===== config.mk =====
export PLATFORM = sky130hd
export DESIGN_NAME = sync_fifo
export DESIGN_NICKNAME = d
export VERILOG_FILES = /design/src/rtl/sync_fifo.sv
export SDC_FILE = /design/constraint.sdc
export NUM_CORES = 1
export LEC_CHECK = 0
export CAP_MARGIN = 5
export CORE_ASPECT_RATIO = 1.75
export CORE_MARGIN = 1
export CORE_UTILIZATION = 50
export CTS_CLUSTER_DIAMETER = 150
export DETAILED_ROUTE_END_ITERATION = 12
export PLACE_DENSITY = 0.67
export SLEW_MARGIN = 20
export SYNTH_ARGS = -nofsm -noshare
export SYNTH_HDL_FRONTEND = slang
export SYNTH_SLANG_ARGS = --single-unit
export TNS_END_PERCENT = 10

===== constraint.sdc =====
create_clock -name clk -period 3.2 [get_ports clk]
set_input_delay 0.64 -clock clk [delete_from_list [all_inputs] [get_ports clk]]
set_output_delay 0.64 -clock clk [all_outputs]
set_load 0.02 [all_outputs]

===== src/rtl/sync_fifo.sv =====
// Single-clock FIFO: register-array circular buffer with binary pointers,
// an occupancy counter, count-decoded status flags and a registered read port.
module sync_fifo #(
  parameter int DATA_WIDTH = 8,
  parameter int DEPTH      = 16,
  parameter int AF_LEVEL   = 14,
  parameter int AE_LEVEL   = 2
) (
  input  logic                  clk,
  input  logic                  rst,
  input  logic                  wr_enb,
  input  logic [DATA_WIDTH-1:0] wr_data,
  input  logic                  rd_enb,
  output logic [DATA_WIDTH-1:0] rd_data,
  output logic                  full,
  output logic                  empty,
  output logic                  almost_full,
  output logic                  almost_empty,
  output logic                  half,
  output logic                  wr_err,
  output logic                  rd_err
);

  localparam int AW = $clog2(DEPTH);
  localparam logic [AW:0]   DEPTH_C = (AW+1)'(DEPTH);
  localparam logic [AW:0]   HALF_C  = (AW+1)'(DEPTH / 2);
  localparam logic [AW:0]   AF_C    = (AW+1)'(AF_LEVEL);
  localparam logic [AW:0]   AE_C    = (AW+1)'(AE_LEVEL);
  localparam logic [AW:0]   CNT_ONE = (AW+1)'(1);
  localparam logic [AW-1:0] PTR_ONE = AW'(1);

  logic [DATA_WIDTH-1:0] mem_r [DEPTH];
  logic [AW-1:0]         wr_ptr_r;
  logic [AW-1:0]         rd_ptr_r;
  logic [AW:0]           count_r;
  logic [AW:0]           count_nxt_s;
  logic                  wr_ok_s;
  logic                  rd_ok_s;

  // Flags are pure decodes of the registered count, so they track it with no lag.
  assign full         = (count_r == DEPTH_C);
  assign empty        = (count_r == {(AW+1){1'b0}});
  assign almost_full  = (count_r >= AF_C);
  assign almost_empty = (count_r <= AE_C);
  assign half         = (count_r >= HALF_C);

  assign wr_ok_s = wr_enb & ~full;
  assign rd_ok_s = rd_enb & ~empty;

  // Occupancy update: a simultaneous accepted read and write cancel out.
  always_comb begin
    count_nxt_s = count_r;
    case ({wr_ok_s, rd_ok_s})
      2'b10:   count_nxt_s = count_r + CNT_ONE;
      2'b01:   count_nxt_s = count_r - CNT_ONE;
      default: count_nxt_s = count_r;
    endcase
  end

  // Storage array; contents are deliberately left unreset.
  always_ff @(posedge clk) begin
    if (rst && wr_ok_s) begin
      mem_r[wr_ptr_r] <= wr_data;
    end
  end

  // Pointers, counter, read data register and error pulses.
  always_ff @(posedge clk) begin
    if (!rst) begin
      wr_ptr_r <= {AW{1'b0}};
      rd_ptr_r <= {AW{1'b0}};
      count_r  <= {(AW+1){1'b0}};
      rd_data  <= {DATA_WIDTH{1'b0}};
      wr_err   <= 1'b0;
      rd_err   <= 1'b0;
    end else begin
      if (wr_ok_s) begin
        wr_ptr_r <= wr_ptr_r + PTR_ONE;
      end
      if (rd_ok_s) begin
        rd_ptr_r <= rd_ptr_r + PTR_ONE;
        rd_data  <= mem_r[rd_ptr_r];
      end
      count_r <= count_nxt_s;
      wr_err  <= wr_enb & full;
      rd_err  <= rd_enb & empty;
    end
  end

endmodule


==> results.cfg <==
[status]
status = finished clean

[yosys]
ys_warn_count = 0
synth_xor_area_share_pct = 1.28
ys_types = 45
synth_edf_count = 128
synth_area_leaders = edfxtp_1 62%, mux4_2 8.0%, dfxtp_1 7.5%
ys_seq_area_share_pct = 69.8
synth_area_leader_cell = edfxtp_1
yosys.area.top_type_share_pct = 62.4
synth_adder_area_share_pct = 1.42
netlist_instances = 345
muxShareOfSynthArea_pct = 12.9
synthArstFlopShare_pct = 0
synth_top_family_by_area = multiplexers
synth_nets = 364
synth-simple-area-share_pct = 7.10
syn_area_sq_mm = 0.00616
synth_seq_cells = 151
ys.flop_type = edfxtp_1
avgSynthCellArea_sq_um = 17.9
synth_compound_area_share_pct = 4.75

[floorplan]
core-area_sq_mm = 0.0120
start_util_pct = 51.4
die_area_sq_mm = 0.0128
row_count = 53
ioPinCount = 27
die_h_um = 149
die_w_um = 85.9

[clock_tree]
clockBufferDepth = 2
hold_buffers = 0
insertion_delay_ns = 0.41
cts-htree-levels = 4
cts_setup_buffers = 0
cts_tree = done
cts_buffers = 17
cts_resized = 0
clkSinkCount = 151
root_buffer = clkbuf_16
clk_pin_slew_worst_paths_ns = 0.06

[placed_design]
dp.cells = 537
io_buffer_count = 26
place_hpwl_um = 8050
place_congestion = 0.747

[timing]
skew_ns = 0.00884
worstMarginPinSlew_ns = 0.675
max_slew_margin_pct = 54.9
hold_viol_final = 0
post-route-min-period_ns = 2.98
fin_crit_sh_pct = 93.0
tns_ns = 0
fmax_ghz = 0.336
drv_slew = 0
final-setup-viol-count = 0
rsz0062_at_grt = false

[power_and_ir_drop]
seqPwrFrac_pct = 43.0
p_per_area_mw_per_mm2 = 751
ir_worst_vdd_mv = 0.385
p_int_w = 0.00391
clock_power_share_pct = 34.3
switching_share_pct = 28.0
p_leak_nw = 2.44
netSwitchingPower_w = 0.00152
pwr-share-comb_pct = 22.7

[finish]
fill_cells = 893
fin_nets = 410
fin_cells = 569
antenna_cells = 0
syn2layout_area_growth_pct = 17.2
drive_gt1_share_pct = 23.0

[drt]
dr_total_vias = 3177
drtAntennaViolNets = 0
dr.pass1.iters = 5
drt-initial-drc-count = 201
routed_wl_um = 11900
avgRoutedWirePerCell_um = 20.9
avgViaCountPerCell = 5.58
route.detailed.drc = 0

[worst_setup_path]
endpoint_kind = flop
cp_max_fo = 10
cp.required_ns = 3.49
r2r_cells = 11
crit_arrival_ns = 3.27
worst-setup-path-type = reg -> reg
start_kind = flop
rrSetupSlack_ns = 0.22

[global_route]
track_usage_pct = 20.8
grt_start_max_net_pins = 36
grt_pass1_vias = 3314
antenna_found_initial = 0
grt_pass1_wl_um = 18500
grt.overflow.total = 0

[job]
cap_violations = 0

[min_path]
holdPathStages = 1
min_path_type = reg -> reg
[metrics by stage]
stage	hold WS [ns]	setup WS (ns)	area, sq um	utilization, %	total power, W
4_1_cts	0.486	0.219	7230	60.2	0.00548
2_1_floorplan	0.495	0.241	6160	-	0.00326
3_5_place_dp	0.472	0.0689	6670	55.6	0.00362
6_report	0.483	0.223	7230	60.2	0.00542
3_3_place_gp	0.468	0.168	6670	55.6	0.00360
5_1_grt	0.505	0.0408	7230	60.2	0.00566
[cells in the final DEF, fill, tap and decap left out, types with 12 or more instances in the layout]
master / Yosys / final
mux4_2: 22 / 22
a22oi_1: 17 / 17
buf_4: 2 / 20
clkbuf_16: 0 / 18
clkdlybuf4s50_1: 0 / 26
nor2_1: 16 / 16
nand2_1: 14 / 14
a21oi_1: 12 / 12
edfxtp_1: 128 / 128
dfxtp_1: 23 / 22
[path summary, 6_finish.rpt]
kind | startpoint | endpoint
setup / recovery | count_r[1]$_SDFFE_PN0P_ | count_r[4]$_SDFFE_PN0P_
hold / removal | rd_data[0]$_SDFFE_PN0N_ | rd_data[0]$_SDFFE_PN0N_
setup reg to reg | count_r[1]$_SDFFE_PN0P_ | count_r[4]$_SDFFE_PN0P_
hold reg to reg | rd_data[0]$_SDFFE_PN0N_ | rd_data[0]$_SDFFE_PN0N_
[Yosys cell counts (2+ instances only)]
cell type and count:
a31o_2 8, xnor2_1 6, ha_1 7, mux2i_1 4
nand2b_1 6, a22oi_1 17, nor2_1 16, buf_6 3
edfxtp_1 128, nor3b_1 2, buf_4 2, dfxtp_1 23
a21oi_1 12, nor2b_1 6, mux4_2 22, nand2_1 14
inv_1 5, buf_1 2, nor3_1 6, and2_1 7
mux4_1 10, nand3_1 5, clkbuf_1 10, xor2_1 3
[per-layer routing]
layer	GRT usage (%)	part of all wire, %	vias to the layer above
li1	-	-	1463
met1	22.9	36	1610
met2	37.2	58	89
met3	5.64	3.7	15
met4	8.58	1.6	0
met5	0	0	-
[layout make-up]
cell class,count,area (sq um),share of cell area [%]
tap,165,206,2.86
sequential,151,4310,59.6
clock inverter,13,105,1.45
timing repair buffer,47,430,5.96
multi-input combinational,168,1700,23.5
clock buffer,19,454,6.28
inverter,6,30.0,0.416
[power by group through the flow]
stage / sequential (W) / combinational (W) / clock (W)
2_1_floorplan: 0.00239 / 0.000867 / 0
3_3_place_gp: 0.00237 / 0.00123 / 0
3_5_place_dp: 0.00237 / 0.00125 / 0
4_1_cts: 0.00233 / 0.00125 / 0.00190
5_1_grt: 0.00235 / 0.00134 / 0.00198
6_report: 0.00233 / 0.00123 / 0.00186
[kinds of logic (layout without fill, tap and decap cells)]
group	Yosys count	in the layout
AOI/OAI and AO/OA	41	41
xor gates and xnor gates	9	9
adders and majority gates	7	7
buffers and inverters	26	85
DFF	151	151
muxes	36	36
and+or+nand+nor	75	75
[sequential cells by signal, indices dropped and copies added, names as in the netlist]
| register | flops |
|---|---|
| mem_r | 128 |
| rd_ptr_r | 4 |
| rd_data | 8 |
| wr_err | 1 |
| rd_err | 1 |
| count_r | 5 |
| wr_ptr_r | 4 |
[worst max-delay path, stage by stage, from the launching register on]
cell and delay, ns:
dfxtp_1 0.39, nor4_4 0.41, and2_4 0.21, nand2b_4 0.21
inv_8 0.06, ha_1 0.22, xor2_1 0.15, ha_1 0.25
or4b_1 0.55, a21oi_1 0.15, a22oi_1 0.11, mux2i_1 0.14
Power figures use the tool's default switching activity.
==> RTL change 1, RTL diff (same flow settings) <==
Set the parameter `DEPTH` to 32 (it was 16).
--- a/src/rtl/sync_fifo.sv
+++ b/src/rtl/sync_fifo.sv
@@ -4,3 +4,3 @@
   parameter int DATA_WIDTH = 8,
-  parameter int DEPTH      = 16,
+  parameter int DEPTH      = 32,
   parameter int AF_LEVEL   = 14,
Behaviour: not the same (a bounded check fails within 10 cycles, from zero or initial values and one cycle with rst low).
==> RTL change 1 against the original RTL <==
Total power increased by 69%; global-route usage down 0.57 points; worst setup slack lost 50 ps; synthesized cell count up 85%; core utilization decreased by 2.1 points; final area is 77% higher; area after synthesis is 82% higher; non-clock buffer count is 29 higher; sequential cell count up 131; combinational power up 54%; critical endpoint is now count_r[2]; wire length grew 89%.
==> RTL change 1: results (changes against the original RTL) <==
Critical path
  – Reg-to-reg slack, setup: 170 ps (-50 ps)
  – Maximum fanout along the worst path: 11 (+1)
  – Worst reg2reg endpoint: count_r[2]
  – CP Launch Point: count_r[2]

Yosys
  – Sequential element share of the synthesized area: 0.732 (+0.0334)
  – EDFF count, synth: 256 (+100%)
  – Share of synthesized cell area in full adder, half adder and majority cells: 0.00892 (-0.00529)
  – Synth Area in XOR/XNOR: 0.00625 (-0.00654)
  – Synth cell types: 43 (-4.4%)
  – Post-Syn Area per Cell: 17.6 sq um (-1.7%)
  – Share of cell area taken by muxes after synthesis: 0.128 (-0.00191)
  – Share of flip-flops with an asynchronous set or reset: 0 (unchanged)
  – Dominant cells by area after synthesis: sky130_fd_sc_hd__edfxtp_1 69%, sky130_fd_sc_hd__mux4_2 6.4%, sky130_fd_sc_hd__dfxtp_1 4.6%, sky130_fd_sc_hd__mux2i_1 4.5%, sky130_fd_sc_hd__mux4_1 1.9%
  – Syn_nets: 659 (+81%)
  – Ranking of synthesized cells by instance count: 256 x sky130_fd_sc_hd__edfxtp_1, 50 x sky130_fd_sc_hd__mux2i_1, 50 x sky130_fd_sc_hd__nor2_1

Placed design
  – Number of instances in the placed design: 975 (+82%)
  – Detailed-placement wirelength estimate: 15.0 mm (+86%)
  – Standard cell area after detailed placement: 12100 sq um (+81%)
  – Gpl congestion: 0.781 (+4.5%)

GRT
  – Largest net degree at the start of global routing: 41 (+14%)
  – First-pass GRT wire length: 34.4 mm (+86%)
  – Number of global-route vias before repair: 6010 (+81%)

Power and ir drop
  – Leakage power summed over all cells: 0.00408 uW (+67%)
  – Maximum vdd drop: 692 uV (+80%)

Clock network
  – Latest clock arrival within the worst-skew pair: 510 ps (+100 ps)
  – CTS Buf Count: 23 (+6)
  – Clock buffer depth: 3 (+1)
  – Depth of the CTS H-tree: 1 (-3)

Drt
  – DR iter-0 viols: 303 (+51%)
  – Via total after detailed routing: 5832 (+84%)
  – Average wire length per cell after detail routing: 22.0 microns (+5.6%)
  – Aggregate routed wire length: 22.4 mm (+89%)

Layout
  – Post-Layout Inst Area: 12800 sq um (+77%)
  – Leading registers by flop count: mem_r x256, rd_data x8, count_r x6
  – Count of filler cells inserted in the layout: 1670 (+87%)
  – Fraction of layout instances using a drive strength above 1: 0.167 (-0.0635)
  – Final net count: 724 (+77%)

Timing
  – Actual slew at the worst max-slew pin: 853 ps (+178 ps)
  – Worst-case clock skew: 8.08 ps (-0.755 ps)

Status
  – Outcome: finished clean
RTL change 1: changes by cell type after synthesis, sizes merged, moves of 9 or more:
| cell | unedited run | this run |
|---|---|---|
| a21oi | 12 | 3 |
| a32o | 0 | 9 |
| buf | 8 | 18 |
| edfxtp | 128 | 256 |
| mux2i | 4 | 50 |
| nor2 | 16 | 50 |
| o21ai | 0 | 13 |
| o22ai | 0 | 19 |
| or4 | 0 | 9 |
RTL change 1: kinds of logic (layout without fill, tap and decap cells):
family,count (synthesis),in the layout
and+or+nand+nor,123,123
xor gates and xnor gates,8,8
buffers and inverters,43,124
muxes,90,90
AOI/OAI and AO/OA,85,85
adders and majority gates,8,8
DFF,282,282
RTL change 1: worst min-delay path by stage:
stage                              to  slack (ps)         from
after global routing       rd_data[6]         510   rd_data[6]
final                      rd_data[5]         490   rd_data[5]
after global placement     rd_data[0]         470   rd_data[0]
after CTS                  rd_data[6]         490   rd_data[6]
after detailed placement   rd_data[6]         480   rd_data[6]
after floorplan           wr_ptr_r[1]         490  wr_ptr_r[1]
RTL change 1: layout make-up:
cell class	count	share of cell area
timing repair buffer	76	0.0496
clock inverter	13	0.0129
clock buffer	28	0.0464
multi-input combinational	314	0.220
tap	296	0.0289
inverter	7	0.00205
sequential	282	0.641
RTL change 1: power by group:
group / internal [uW] / switching, uW / total [uW]
registers: 4140 / 280 / 4420
clock network: 1650 / 1220 / 2870
logic: 947 / 938 / 1890
RTL change 1: per-layer routing:
| metal | vias up | GRT usage | routed length [microns] |
|---|---|---|---|
| li1 | 2673 | - | - |
| met1 | 2965 | 0.240 | 8600 |
| met2 | 140 | 0.360 | 12000 |
| met3 | 54 | 0.0233 | 831 |
| met4 | 0 | 0.0951 | 943 |
| met5 | - | 0 | 0 |
RTL change 1: worst max-delay path: stages, from the launching register on:
cell and delay [ps]:
sky130_fd_sc_hd__dfxtp_1 420, sky130_fd_sc_hd__or4_4 600, sky130_fd_sc_hd__nor3_4 180, sky130_fd_sc_hd__nand2b_1 150, sky130_fd_sc_hd__inv_1 60, sky130_fd_sc_hd__ha_1 300
sky130_fd_sc_hd__xor2_1 190, sky130_fd_sc_hd__ha_1 190, sky130_fd_sc_hd__a21oi_1 230, sky130_fd_sc_hd__xnor2_1 140, sky130_fd_sc_hd__or3_1 310, sky130_fd_sc_hd__a21boi_0 180
RTL change 1: timing repair:
action | CTS | global route
setup endpoints to repair | 0 | 2
endpoints found under the hold margin | 0 | 0
resized for setup | 0 | 1
RTL change 1: metrics by stage:
stage / power (uW) / setup WS (ps)
after floorplan: 5750 / 28.2
after global placement: 6290 / 289
after detailed placement: 6370 / 142
after CTS: 9210 / 138
after global routing: 9510 / 4.47
final: 9170 / 174
==> RTL change 2, RTL diff (config.mk and constraints unchanged) <==
Without the edit above. Reset style: asynchronous (`rst`), changed in one clocked block.
--- a/src/rtl/sync_fifo.sv
+++ b/src/rtl/sync_fifo.sv
@@ -67,3 +67,3 @@
   // Pointers, counter, read data register and error pulses.
-  always_ff @(posedge clk) begin
+  always_ff @(posedge clk or negedge rst) begin
     if (!rst) begin
Formal check against the unedited RTL: differs if rst is asserted again (counterexample within 4 cycles, from zero or initial values and one cycle with rst low); with rst held inactive, the same outputs for 10 cycles.
==> RTL change 2 against the original RTL <==
Area after synthesis decreased by 1.4%; worst setup slack improved by 220 ps; first-iteration DRC count decreased by 14%; via count decreased by 6.0%; sequential cell count unchanged; fmax increased by 8.1%; combinational power increased by 31%; total power increased by 16%; wire length decreased by 8.3%; final area decreased by 0.76%.
==> RTL change 2: results (changes against the original RTL) <==
Status
  – Outcome: finished clean

Placed design
  – Number of instances in the placed design: 483 (-10%)
  – Gpl congestion: 0.730 (-2.3%)
  – Detailed-placement wirelength estimate: 7.62 mm (-5.4%)
  – Port bufs: 26 (unchanged)
  – DP Worst Slack: 595 ps (+526 ps)

Flow run
  – Count of maximum capacitance violations: 0 (unchanged)

Yosys
  – Dominant cells by area after synthesis: sky130_fd_sc_hd__edfxtp_1 63%, sky130_fd_sc_hd__dfrtp_1 9.5%, sky130_fd_sc_hd__mux4_2 8.2%, sky130_fd_sc_hd__mux4_1 4.3%, sky130_fd_sc_hd__mux2_2 1.9%
  – Sequential element share of the synthesized area: 0.727 (+0.0292)
  – EDFF count, synth: 128 (unchanged)
  – Leading register cell type out of synthesis: sky130_fd_sc_hd__edfxtp_1
  – Post-Syn Area per Cell: 19.2 sq um (+7.3%)
  – Synth cell types: 38 (-16%)
  – Ranking of synthesized cells by instance count: 128 x sky130_fd_sc_hd__edfxtp_1, 23 x sky130_fd_sc_hd__dfrtp_1, 22 x sky130_fd_sc_hd__mux4_2
  – Syn_nets: 336 (-7.7%)
  – Share of flip-flops with an asynchronous set or reset: 0.152 (+0.152)
  – Yosys warns: 0 (unchanged)

Clock network
  – Clock buffer depth: 2 (unchanged)
  – Cell chosen for the clock root: sky130_fd_sc_hd__clkbuf_16
  – CTS Buf Count: 17 (unchanged)
  – CTS clock-pin slew for the worst setup and hold paths: 60 ps (about the same)
  – Buffers inserted during post-CTS setup optimization: 0 (unchanged)
  – Depth of the CTS H-tree: 4 (unchanged)
  – Latest clock arrival within the worst-skew pair: 420 ps
  – Number of gates resized after cts: 0 (unchanged)

GRT
  – Number of global-route vias before repair: 3235 (-2.4%)
  – Largest net degree at the start of global routing: 34 (-5.6%)
  – GR Util All Layers: 0.195 (-0.0128)
  – First-pass GRT wire length: 17.5 mm (-5.4%)
  – Antenna violations before repair: 0 (unchanged)

Layout
  – Number of antenna diodes: 0 (unchanged)
  – Final net count: 386 (-5.9%)
  – Fraction of layout instances using a drive strength above 1: 0.229 (-0.00125)
  – Leading registers by flop count: mem_r x128, rd_data x8, count_r x5
  – Count of filler cells inserted in the layout: 829 (-7.2%)

Power and ir drop
  – Leakage power summed over all cells: 0.00246 uW (+0.67%)
  – Maximum vdd drop: 475 uV (+23%)

Timing
  – Actual slew at the worst max-slew pin: 707 ps (+32.3 ps)
  – Max Slew Vio Count: 0 (unchanged)
  – Worst-case clock skew: 6.78 ps (-2.05 ps)
  – Post-layout minimum cycle time: 2750 ps (-223 ps)

Drt
  – DR iter-0 viols: 173 (-14%)
  – Aggregate routed wire length: 10.9 mm (-8.3%)
  – Via total after detailed routing: 2987 (-6.0%)
  – Number of detailed-routing iterations run before antenna repair: 4 (-1)
  – Average wire length per cell after detail routing: 21.1 microns (+1.3%)

Hold path
  – Hold crit path type: in -> async

Critical path
  – Signal arrival time at the worst endpoint: 2110 ps (-1160 ps)
  – Maximum fanout along the worst path: 9 (-1)

Floorplanning
  – Core area: 11700 sq um (-2.4%)
RTL change 2: area by class of cell:
type | count | area, sq um | share of cell area
clock buffers | 24 | 482 | 0.0672
multi-input cells | 143 | 1530 | 0.214
clock inverters | 8 | 121 | 0.0169
well taps | 135 | 169 | 0.0236
inverters | 6 | 22.5 | 0.00314
repair buffers | 48 | 425 | 0.0593
flip-flops and latches | 151 | 4420 | 0.616
RTL change 2: stage by stage:
step           utilization  hold slack [ps]  total power, uW  area [sq um]
4_1_cts              0.612              489             6330          7170
3_5_place_dp         0.561              526             4320          6570
3_3_place_gp         0.561              516             4290          6570
6_report             0.612              497             6270          7170
5_1_grt              0.612              515             6560          7170
2_1_floorplan            -              344             3850          6080
RTL change 2: final timing paths:
check | cells after the start | end | start | slack (ps)
max | 4 | full | count_r[1] | 450
min | 1 | rd_data[6] | rst | 500
max reg2reg | 12 | count_r[4] | count_r[1] | 700
min reg2reg | 1 | wr_ptr_r[3] | wr_ptr_r[3] | 530
max in group asynchronous | 2 | rd_ptr_r[2] | rst | 2110
min in group clk | 1 | wr_ptr_r[3] | wr_ptr_r[3] | 530
RTL change 2: worst max-delay path, stage by stage, from the launching register on:
cell and delay, ps:
sky130_fd_sc_hd__dfrtp_1 490, sky130_fd_sc_hd__nor4_4 420, sky130_fd_sc_hd__nand2_1 120, sky130_fd_sc_hd__inv_1 70
sky130_fd_sc_hd__clkdlybuf4s50_1 590
RTL change 2: logic make-up (layout without fill, tap and decap cells):
| family | after synthesis | count (layout) | synth area share |
|---|---|---|---|
| AO/OA/AOI/OAI | 34 | 34 | 0.0346 |
| XOR/XNOR | 13 | 13 | 0.0187 |
| AND/OR/NAND/NOR | 47 | 47 | 0.0410 |
| adder cells (fa/ha/maj) | 7 | 7 | 0.0144 |
| buffers and inverters | 23 | 86 | 0.0206 |
| flip-flops | 151 | 151 | 0.727 |
| multiplexers | 42 | 42 | 0.143 |
RTL change 2: power breakdown:
part	total (uW)	switching (uW)	internal, uW
Combinational	1610	754	860
Sequential	2650	281	2370
Clock	2000	715	1280
RTL change 2: routing by layer:
metal,wire [microns],share of wire,GRT usage,vias to the layer above
met5,0,0,0,-
met4,227,0.021,0.0900,0
met3,249,0.023,0.0363,17
met2,6350,0.58,0.365,51
met1,4070,0.37,0.208,1549
li1,-,-,-,1370
